$ cat src/rtl/led_pattern_arbiter_if.sv
// Request/pattern bundle between the LED pattern producers and the arbiter.
// The producers drive the master side and the arbiter sits on the slave side.
interface led_pattern_arbiter_if #(
  parameter int N_REQ = 3,
  parameter int PAT_W = 32
);
  localparam int IW = (N_REQ > 1) ? $clog2(N_REQ) : 1;

  logic [N_REQ-1:0]       req;
  logic [N_REQ*PAT_W-1:0] pattern_in;
  logic [N_REQ-1:0]       grant;
  logic                   busy;
  logic                   done;
  logic [IW-1:0]          done_id;
  logic                   led;

  modport master (
    output req, pattern_in,
    input  grant, busy, done, done_id, led
  );

  modport slave (
    input  req, pattern_in,
    output grant, busy, done, done_id, led
  );
endinterface

$ cat src/rtl/led_pattern_arbiter.sv
// Round-robin arbiter that gives the single user LED to one pattern source at a time
// and plays its latched pattern LSB first, one bit per TICK_DIV clocks, then a dark gap.
module led_pattern_arbiter #(
  parameter int N_REQ    = 3,
  parameter int PAT_W    = 32,
  parameter int TICK_DIV = 2097152
) (
  input  logic CLK,
  input  logic RST,
  led_pattern_arbiter_if.slave bus
);
  localparam int IW = (N_REQ > 1) ? $clog2(N_REQ) : 1;
  localparam int TW = (TICK_DIV > 1) ? $clog2(TICK_DIV) : 1;
  localparam int BW = $clog2(PAT_W);

  localparam logic [1:0] S_IDLE = 2'd0;
  localparam logic [1:0] S_PLAY = 2'd1;
  localparam logic [1:0] S_GAP  = 2'd2;

  localparam logic [TW-1:0] TICK_LAST = TW'(TICK_DIV - 1);
  localparam logic [BW-1:0] BIT_LAST  = BW'(PAT_W - 1);
  localparam logic [IW-1:0] PTR_RST   = IW'(N_REQ - 1);

  logic [1:0]       state;
  logic [TW-1:0]    tick_cnt;
  logic [BW-1:0]    bit_idx;
  logic [IW-1:0]    last;
  logic [PAT_W-1:0] pat_sr;

  logic [N_REQ-1:0] grant_r;
  logic             busy_r;
  logic             done_r;
  logic [IW-1:0]    done_id_r;
  logic             led_r;

  logic             win_vld;
  logic [IW-1:0]    win_idx;
  logic [IW-1:0]    cand;
  logic [PAT_W-1:0] win_pat;
  logic             tick_wrap;

  // Search starts one past the previous winner so every requester gets a turn.
  always_comb begin
    win_vld = 1'b0;
    win_idx = '0;
    cand    = '0;
    for (int i = 1; i <= N_REQ; i++) begin
      cand = IW'((int'(last) + i) % N_REQ);
      if (!win_vld && bus.req[cand]) begin
        win_vld = 1'b1;
        win_idx = cand;
      end
    end
    win_pat = bus.pattern_in[int'(win_idx)*PAT_W +: PAT_W];
  end

  assign tick_wrap = (tick_cnt == TICK_LAST);

  always_ff @(posedge CLK) begin
    if (RST) begin
      state     <= S_IDLE;
      tick_cnt  <= '0;
      bit_idx   <= '0;
      last      <= PTR_RST;
      grant_r   <= '0;
      busy_r    <= 1'b0;
      done_r    <= 1'b0;
      done_id_r <= '0;
      led_r     <= 1'b0;
    end else begin
      done_r <= 1'b0;
      case (state)
        S_IDLE: begin
          if (win_vld) begin
            state    <= S_PLAY;
            tick_cnt <= '0;
            bit_idx  <= '0;
            last     <= win_idx;
            grant_r  <= N_REQ'(1) << win_idx;
            busy_r   <= 1'b1;
            led_r    <= win_pat[0];
          end
        end
        S_PLAY: begin
          if (tick_wrap) begin
            tick_cnt <= '0;
            if (bit_idx == BIT_LAST) begin
              state     <= S_GAP;
              bit_idx   <= '0;
              grant_r   <= '0;
              led_r     <= 1'b0;
              done_r    <= 1'b1;
              done_id_r <= last;
            end else begin
              bit_idx <= bit_idx + 1'b1;
              led_r   <= pat_sr[1];
            end
          end else begin
            tick_cnt <= tick_cnt + 1'b1;
          end
        end
        S_GAP: begin
          if (tick_wrap) begin
            tick_cnt <= '0;
            state    <= S_IDLE;
            busy_r   <= 1'b0;
          end else begin
            tick_cnt <= tick_cnt + 1'b1;
          end
        end
        default: state <= S_IDLE;
      endcase
    end
  end

  // Pattern shift register: loaded only in the grant cycle, advanced on each bit boundary.
  always_ff @(posedge CLK) begin
    if (state == S_IDLE && win_vld) begin
      pat_sr <= win_pat;
    end else if (state == S_PLAY && tick_wrap) begin
      pat_sr <= pat_sr >> 1;
    end
  end

  assign bus.grant   = grant_r;
  assign bus.busy    = busy_r;
  assign bus.done    = done_r;
  assign bus.done_id = done_id_r;
  assign bus.led     = led_r;
endmodule

$ cat src/flat_wrapper.sv
// flat-port wrapper written by rule: the top's interface ports become plain ports
module led_pattern_arbiter_flat 
#(
  parameter int N_REQ    = 3,
  parameter int PAT_W    = 32,
  parameter int TICK_DIV = 2097152
)
  (CLK, RST, bus_req, bus_pattern_in, bus_grant, bus_busy, bus_done, bus_done_id, bus_led);
  led_pattern_arbiter_if #(.N_REQ(N_REQ), .PAT_W(PAT_W)) bus_i ();
  input  logic CLK;
  input  logic RST;
  input wire logic [$bits(bus_i.req)-1:0] bus_req;
  input wire logic [$bits(bus_i.pattern_in)-1:0] bus_pattern_in;
  output wire logic [$bits(bus_i.grant)-1:0] bus_grant;
  output wire logic [$bits(bus_i.busy)-1:0] bus_busy;
  output wire logic [$bits(bus_i.done)-1:0] bus_done;
  output wire logic [$bits(bus_i.done_id)-1:0] bus_done_id;
  output wire logic [$bits(bus_i.led)-1:0] bus_led;
  assign bus_i.req = bus_req;
  assign bus_i.pattern_in = bus_pattern_in;
  assign bus_grant = bus_i.grant;
  assign bus_busy = bus_i.busy;
  assign bus_done = bus_i.done;
  assign bus_done_id = bus_i.done_id;
  assign bus_led = bus_i.led;
  led_pattern_arbiter #(.N_REQ(N_REQ), .PAT_W(PAT_W), .TICK_DIV(TICK_DIV)) u_core (.CLK(CLK), .RST(RST), .bus(bus_i));
endmodule
$ cat config.mk
export PLATFORM = sky130hd
export DESIGN_NAME = led_pattern_arbiter_flat
export DESIGN_NICKNAME = d
export VERILOG_FILES = /design/src/rtl/led_pattern_arbiter_if.sv /design/src/rtl/led_pattern_arbiter.sv /design/src/flat_wrapper.sv
export SDC_FILE = /design/constraint.sdc
export NUM_CORES = 1
export LEC_CHECK = 0
export ABC_AREA = 1
export BUFFER_PORTS_ARGS = -buffer_cell sky130_fd_sc_hd__buf_2
export CORE_ASPECT_RATIO = 0.7
export CORE_MARGIN = 2
export CORE_UTILIZATION = 40
export CTS_BUF_LIST = sky130_fd_sc_hd__clkbuf_16
export CTS_CLUSTER_SIZE = 20
export DETAILED_ROUTE_END_ITERATION = 7
export MAX_ROUTING_LAYER = met4
export PLACE_DENSITY = 0.69
export SLEW_MARGIN = 20
export SYNTH_ARGS = -nofsm -noshare
export SYNTH_HDL_FRONTEND = slang
export SYNTH_SLANG_ARGS = --single-unit
$ cat constraint.sdc
create_clock -name CLK -period 5.5 [get_ports CLK]
set_input_delay 1.65 -clock CLK [delete_from_list [all_inputs] [get_ports CLK]]
set_output_delay 1.65 -clock CLK [all_outputs]
set_load 0.02 [all_outputs]
# Yosys cells after proc, flatten, opt, wreduce, memory -nomap -nowiden

Index checks and enable logic that the tools add are counted.

Bits in registers: 70
Latch bits: 0
RAM bits: 0
Bits in read-only memories: 0
Input port bits: 101
Output and inout port bits: 8
Logic and storage cells: 91
Memories kept: 0

$add $sub $neg: 5
Multipliers: 0
Divide/modulo/power cells: 3
$lt $le $gt $ge: 3
Equal/unequal tests: 8
Shift operators: 2
Muxes and demuxes: 38
Bitwise logic cells: 2
Reduce and logical (&&, ||, !) cells: 20

Operator list:

| cell                                                        | count |
|---|---|
| remainder unit 32 x 3 -> 32 bit (second input constant)     | 3 |
| indexed part select 96 x 8 -> 32 bit                        | 1 |
| 2-to-1 mux 32 bit                                           | 2 |
| 2-to-1 mux 21 bit                                           | 2 |
| case mux 21 bit (2 select lines)                            | 1 |
| adder 21 x 1 -> 21 bit (second input constant)              | 1 |
| == test 21 bit (second input constant)                      | 1 |
| 2-to-1 mux 5 bit                                            | 3 |
| 2-to-1 mux 2 bit                                            | 7 |
| 2-to-1 mux 1 bit                                            | 12 |
| case mux 5 bit (2 select lines)                             | 1 |
| less-than comparator 2 x 3 -> 1 bit (second input constant) | 3 |
| 2-to-1 mux 3 bit                                            | 3 |
| AND reduction 3 bit                                         | 3 |
| != test 2 x 1 -> 1 bit (second input constant)              | 4 |
| AND reduction 4 bit                                         | 2 |
| nonzero test 2 bit                                          | 4 |
| adder 2 x 2 -> 3 bit (second input constant)                | 2 |
| binary-select mux 1 bit (select 2 bit)                      | 3 |
| case mux 2 bit (3 select lines)                             | 1 |
| case mux 3 bit (2 select lines)                             | 1 |
| adder 5 x 1 -> 5 bit (second input constant)                | 1 |
| == test 5 bit (second input constant)                       | 1 |
| logical AND 1 bit                                           | 4 |
| other kinds (11)                                            | 15 |

# Logic depth before layout (Yosys ltp)

Gate-level depths: netlist of the first run.

Depth in word-level cells: 14
Gate-level depth with buffers: 14
Mapped depth without buffers: 14

# Worst setup path before layout of the first run

Ideal clock, no wire load.

Path type: input to register
From: input port bus_req[2]
To: register u_core.pat_sr[10] (enable)
Library setup time: 0.388 ns
Arrival time: 3.206 ns
Required time: 5.112 ns
Path slack: 1.906 ns
Stages: 8
Buffers on the path: 2
Cell sequence: inv_1 o21ai_0 nand2_2 nand3_1 nand2_1 buf_4 buf_2 nand2_1

Cells in the longest elaborated chain, start to end: 11
Elaborated cells on any way between the ends: 15
Those cells by class: mux (9); reduce/logical (6)

Ends and longest elaborated chain:

| what                                   | RTL line                   | RTL |
|---|---|---|
| from (decl)                            | flat_wrapper.sv:12         | `input wire logic [$bits(bus_i.req)-1:0] bus_req;` |
| binary-select mux 1 bit (select 2 bit) | led_pattern_arbiter.sv:49  | `if (!win_vld && bus.req[cand]) begin` |
| 2-to-1 mux 1 bit (not written as such) | led_pattern_arbiter.sv:49  |  |
| 2-to-1 mux 1 bit                       | led_pattern_arbiter.sv:49  |  |
| zero test 1 bit                        | led_pattern_arbiter.sv:49  |  |
| logical AND 1 bit                      | led_pattern_arbiter.sv:49  |  |
| 2-to-1 mux 1 bit                       | led_pattern_arbiter.sv:49  |  |
| zero test 1 bit                        | led_pattern_arbiter.sv:49  |  |
| logical AND 1 bit                      | led_pattern_arbiter.sv:49  |  |
| 2-to-1 mux 1 bit *                     | led_pattern_arbiter.sv:49  |  |
| logical AND 1 bit *                    | led_pattern_arbiter.sv:118 | `if (state == S_IDLE && win_vld) begin` |
| nonzero test 2 bit (no line) *         | n/a                        |  |
| to (signal assigned)                   | led_pattern_arbiter.sv:119 | `pat_sr <= win_pat;` |
| to (signal assigned)                   | led_pattern_arbiter.sv:121 | `pat_sr <= pat_sr >> 1;` |
| to (decl)                              | led_pattern_arbiter.sv:28  | `logic [PAT_W-1:0] pat_sr;` |

Every way passes the cells marked *; elsewhere a longest branch is shown, timed or not. The select of a mux whose other input is x is not followed.
A chain may end at the register's enable or synchronous reset.

# Worst setup path after layout of the first run

From: input port bus_req[2]
To: register u_core.pat_sr[29] (data pin)

Cells in the longest elaborated chain, start to end: 11
Elaborated cells on any way between the ends: 19
Those cells by class: shift (1); mux (13); reduce/logical (5)

Ends and longest elaborated chain:

| what                                                                             | RTL line |
|---|---|
| binary-select mux 1 bit (select 2 bit)                                           | led_pattern_arbiter.sv:49 |
| 2-to-1 mux 1 bit (not written as such)                                           | led_pattern_arbiter.sv:49 |
| 2-to-1 mux 1 bit                                                                 | led_pattern_arbiter.sv:49 |
| zero test 1 bit                                                                  | led_pattern_arbiter.sv:49 |
| logical AND 1 bit                                                                | led_pattern_arbiter.sv:49 |
| 2-to-1 mux 1 bit                                                                 | led_pattern_arbiter.sv:49 |
| zero test 1 bit                                                                  | led_pattern_arbiter.sv:49 |
| logical AND 1 bit                                                                | led_pattern_arbiter.sv:49 |
| 2-to-1 mux 2 bit / 2-to-1 mux 1 bit (equally long branches)                      | led_pattern_arbiter.sv:49 |
| indexed part select 96 x 8 -> 32 bit / logical AND 1 bit (equally long branches) | led_pattern_arbiter.sv:54, led_pattern_arbiter.sv:118 |
| 2-to-1 mux 32 bit *                                                              | led_pattern_arbiter.sv:118 |

Marks and branches as above.

==> results.tsv, run 1 <==
metric	value	unit
WHS Endpoint	u_core.bit_idx[4]	
compound-gate portion of the synthesized area	0.128	
CP Capture Type	flop	
Fmax	249	MHz
syn avg cell area	7.20	µm²
Routed wire per std cell	13.7	µm
Critical Path RT	5570	ps
I/O Pins	109	
Final Cell Area	0.00537	mm²
die area	0.0121	mm²
synthesized-area fraction occupied by adder cells	0.0279	
nets	827	
Area after DPL	0.00509	mm²
Crit Path Max Fanout	33	
Final Util	0.490	
hold buffers post-CTS	0	
Synth Instances	623	
synthesized area	0.00449	mm²
Die X-Extent	131	µm
number of flops mapped to enable cells by yosys	31	
Rows	32	
RR Endpoint	u_core.pat_sr[29]	
pins over their slew limit	0	
Clock Tree Root	clkbuf_16	
FFs w/ async S/R, synth	0	
synth warn	0	
worst rel slew slack	0.368	
worst slew pin tran	947	ps
Syn Nets	734	
Pwr Density	616	mW/mm²
grt ovf	0	
synth top area cells	edfxtp_1 21%, dfxtp_1 17%, nand2_1 9.0%, a21oi_1 8.9%, nand3_1 6.7%	
vias per cell	5.14	
final clock skew	6.43	ps
clk sinks	69	
final std cells w/o fill	875	
post-synthesis mux area share	0	
maximum buffer depth of the clock tree	2	
Reg2Reg Launch Point	u_core.last[0]	
Post-DRT Antenna Nets	0	
PortBufs	108	
Hold Crit Start	u_core.bit_idx[4]	
TritonCTS clock tree	built	
vias	4495	
WL final	11900	µm
vias in the first global route	4180	
Final Cycle Share	0.729	
final-report setup violation count	0	
synthesis-to-finish area growth	19.8	%
Startpoint Class	input port	
Pwr Total	3.31	mW
HP Class	flop to flop	
largest family of logic cells by synthesized area	simple AND/OR/NAND/NOR gates	
Num CTS Buffers	9	
share of the synthesized area in the top cell type	0.208	
Final min period	4010	ps
count leader, synth	nand2_1	
DRT iter0 DRCs	405	
RSZ-0062 raised after global routing	no	
most instantiated cells after synthesis	108 x nand2_1, 80 x a21oi_1, 77 x nor2_1, 73 x inv_1, 60 x nand3_1	
Filler Cells Inserted	1100	
Post-Synth XOR/XNOR Area	0.0176	
post-CTS setup buffers	0	
Critical Path AT	4080	ps
global-route wire length before repair	19600	µm
post-synthesis simple-gate area fraction	0.353	
Reg clk slew, reported paths	50	ps
VDD IR-drop max	0.346	mV
largest net degree at the start of global routing	35	
final RePlAce weighted congestion	0.910	
core area	0.0110	mm²
Clock Latency Late Sink	330	ps
setup_tns	0	ps
Remaining DRCs	0	
outcome	complete, no violations	
Worst Reg2Reg Path Length in Cells	10	
initial antenna violation count	1	
Yosys reg bits	69	
All-Layer GR Usage	0.205	
Initial Utilization	0.409	
R2R Setup Slk	2020	ps
CTS-repair resized insts	0	
sequential fraction of the synthesis area	0.377	
drt first pass iters	6	
die height	92.6	µm
Yosys cell types	44	
crit path kind	input port to flop	
share of cells above drive strength 1	0.209	
top_reg_cell synth	dfxtp_1	
post-DP HPWL	8360	µm
Pleak	2.45	nW
maxcap violations	0	
Critical Path Source	bus_req[2]	
Final Hold Fails	0	
placed cells	858	
Synth area leader	edfxtp_1	
H-tree depth	3	
hold depth	2	
-- state kept, by name, summed over array words and instances (netlist names) --
signal              count
u_core.bus.grant        3
u_core.bus.busy         1
u_core.last             2
u_core.bus.done         1
u_core.pat_sr          31
u_core.bit_idx          5
u_core.state            2
u_core.tick_cnt        21
u_core.bus.led          1
u_core.bus.done_id      2
-- worst max-delay path, stage by stage --
cell	delay [ps]
buf_2	120
inv_1	80
o21ai_0	90
nand2_2	180
nand4_2	720
nand2_2	880
nand2_1	140
nand3_1	110
a21oi_1	80
-- final cells by class --
class / instances / area (µm²) / area share
Timing Repair Buffer: 111 / 563 / 0.105
Sequential cell: 69 / 1690 / 0.315
Tap cell: 153 / 191 / 0.0356
Clock inverter: 6 / 27.5 / 0.00512
Clock buffer: 10 / 250 / 0.0466
Antenna cell: 1 / 2.50 / 0.000466
Inverter: 77 / 289 / 0.0538
Multi-Input combinational cell: 448 / 2360 / 0.439
-- cells by family (layout without fill, tap and decap cells) --
group	Yosys count	after routing
AO/OA/AOI/OAI	106	106
other	0	1
buffers and inverters	106	204
AND/OR/NAND/NOR	323	323
XOR/XNOR	9	9
adder cells (fa/ha/maj)	10	10
flip-flops	69	69
-- stage by stage --
| stage | setup WS, ps | hold slack (ps) |
|---|---|---|
| detailed placement | 1210 | 464 |
| floorplan | 1910 | 439 |
| global placement | 1270 | 452 |
| global route | 1280 | 502 |
| CTS | 1550 | 472 |
| finish | 1490 | 470 |
-- per-layer routing --
metal  GRT usage  up-vias  wire length, µm
met1       0.285     2081             5760
li1            -     2260                -
met5           -        -                0
met2       0.303      139             5370
met3      0.0514       15              701
met4      0.0488        0              120
-- placed cells by master (no fill, tap or decap), types with 3 or more instances in the layout --
cell       netlist  final
a21oi_1         80     80
buf_2           15    108
buf_4            3      3
clkbuf_16        0     10
dfxtp_1         38     38
edfxtp_1        31     31
ha_1            10     10
inv_1           73     75
inv_2            3      4
nand2_1        108    108
nand2_2          5      5
nand3_1         60     60
nand3b_1        32     32
nand4_1         15     15
nor2_1          77     77
nor2_2           4      4
nor3_1           7      7
nor3b_1          3      3
o21ai_0          9      9
o21ai_1          4      4
xor2_1           7      7
-- how the worst max path moves through the flow --
| stage | end | slack [ps] |
|---|---|---|
| finish | u_core.pat_sr[29] | 1490 |
| global route | u_core.pat_sr[22] | 1280 |
| floorplan | u_core.pat_sr[10] | 1910 |
| CTS | u_core.pat_sr[29] | 1550 |
| global placement | u_core.pat_sr[22] | 1270 |
| detailed placement | u_core.pat_sr[29] | 1210 |
-- power by group --
part	total [mW]	switching (mW)	internal [mW]
logic	1.87	1.30	0.566
clock network	0.544	0.218	0.327
registers	0.895	0.0608	0.835
total	3.31	1.58	1.73
(Power assumes the default switching activity.)
==> inputs of run 2 (changes only) <==
==> constraint.sdc (replaced) <==
create_clock -name CLK -period 3.95 [get_ports CLK]
set_input_delay 1.185 -clock CLK [delete_from_list [all_inputs] [get_ports CLK]]
set_output_delay 1.185 -clock CLK [all_outputs]
set_load 0.02 [all_outputs]
==> run 2 against run 1 <==
  * Global-route usage decreased by 0.83 points
  * Via count about the same
  * Count of clock-buffer cells in the layout decreased by 1
  * Critical path type unchanged
  * Critical endpoint unchanged
  * Largest cell class unchanged
  * Highest routed layer unchanged
==> results.tsv, run 2 (same netlist as run 1, synthesis figures left out) <==
metric	value	unit	change
Die X-Extent	131	µm	unchanged
outcome	complete, no violations		
Critical Path RT	4140	ps	-1430 ps
vias	4496		+0.022%
Final min period	2740	ps	
HP Class	flop to flop		
final clock skew	7.54	ps	+1.10 ps
hold buffers post-CTS	0		unchanged
WL final	11600	µm	-2.7%
Clock Latency Late Sink	330	ps	about the same
Filler Cells Inserted	1083		-1.5%
Num CTS Buffers	9		unchanged
final-report setup violation count	0		unchanged
Startpoint Class	input port		
post-DP HPWL	8490	µm	+1.6%
RSZ-0062 raised after global routing	no		
share of cells above drive strength 1	0.214		+0.00495
maximum buffer depth of the clock tree	2		unchanged
area occupied by multi-input gates	0.00236	mm²	unchanged
core area	0.0110	mm²	unchanged
nets	829		+0.24%
Clock Tree Root	clkbuf_16		
die height	92.6	µm	unchanged
worst slew pin tran	917	ps	-29.5 ps
Final Cycle Share	0.694		
Fmax	365	MHz	
FF/Latch Area	0.00169	mm²	unchanged
pins over their slew limit	0		unchanged
Crit Path Max Fanout	30		-9.1%
Rows	32		unchanged
Initial Utilization	0.409		unchanged
Post-DRT Antenna Nets	0		unchanged
worst rel slew slack	0.388		+0.0197
Pleak	2.45	nW	+0.21%
final RePlAce weighted congestion	0.879		-3.4%
synthesis-to-finish area growth	20.6	%	
H-tree depth	3		unchanged
largest registers	u_core.pat_sr x31, u_core.tick_cnt x21, u_core.bit_idx x5		
All-Layer GR Usage	0.197		-0.00831
Biggest register	u_core.pat_sr		
clk sinks	69		unchanged
global-route wire length before repair	18600	µm	-5.3%
largest net degree at the start of global routing	36		+2.9%
Reg clk slew, reported paths	60	ps	about the same
PortBufs	108		unchanged
Remaining DRCs	0		unchanged
Pwr Density	855	mW/mm²	+39%
I/O Pins	109		unchanged
CP Capture Type	flop		
grt ovf	0		unchanged
crit path kind	input port to flop		
Largest register FFs	31		unchanged
setup_tns	0	ps	unchanged
CTS-repair resized insts	0		unchanged
TritonCTS clock tree	built		
Final Util	0.493		+0.00308
most frequent cells in the layout	108 x nand2_1, 108 x buf_2, 80 x a21oi_1, 77 x nor2_1, 73 x inv_1		
vias per cell	5.13		about the same
die area	0.0121	mm²	unchanged
post-CTS setup buffers	0		unchanged
VDD IR-drop max	0.488	mV	+41%
Critical Path AT	2930	ps	-1150 ps
Routed wire per std cell	13.3	µm	-2.8%
maxcap violations	0		unchanged
vias in the first global route	3986		-4.6%
drt first pass iters	5		-1
DRT iter0 DRCs	366		-9.6%
initial antenna violation count	0		-1
n_diodes	0		-1
Final Hold Fails	0		unchanged
-- run 2: through the flow --
stage               instance area [µm²]  power, mW  hold slack (ps)  setup WS (ps)  cells
floorplan                          4490       3.30              439            821    623
global placement                   5110       3.75              455            943    860
detailed placement                 5110       3.82              464            902    860
CTS                                5410       4.64              475           1250    876
global route                       5410       5.03              489            965    876
finish                             5410       4.63              474           1210    876
-- run 2: path summary, 6_finish.rpt --
| path | startpoint | depth (start not counted) | to | slack, ps |
|---|---|---|---|---|
| worst max-delay path | bus_req[2] | 9 | u_core.pat_sr[29] | 1210 |
| worst min-delay path | u_core.bus.grant[1] | 2 | u_core.bus.grant[1] | 470 |
| worst max register to register | u_core.last[0] | 9 | u_core.pat_sr[29] | 1320 |
| worst min register to register | u_core.bus.grant[1] | 2 | u_core.bus.grant[1] | 470 |
-- run 2: critical path: stages --
cell     delay, ps
buf_2          110
inv_1           60
o21ai_0        180
nand2_2        140
nand3_1        120
nand2_1        130
inv_1          720
nor2_1         120
a21oi_1        140
-- run 2: area by class of cell --
class	instances	area share
clock inverters	7	0.0137
flip-flops and latches	69	0.313
clock buffers	9	0.0416
inverters	77	0.0534
well taps	153	0.0354
multi-input cells	448	0.436
repair buffers	113	0.107
-- run 2: power breakdown --
| group | total (mW) | internal [mW] | switching, mW |
|---|---|---|---|
| clock | 0.807 | 0.492 | 0.316 |
| combinational | 2.57 | 0.804 | 1.77 |
| sequential | 1.25 | 1.16 | 0.0861 |
-- run 2: layer usage --
metal | vias to the layer above | track usage | share of wire
li1 | 2274 | - | -
met3 | 13 | 0.0526 | 0.076
met2 | 159 | 0.285 | 0.45
met4 | 0 | 0.0381 | 0.011
met1 | 2050 | 0.280 | 0.47
met5 | - | - | 0
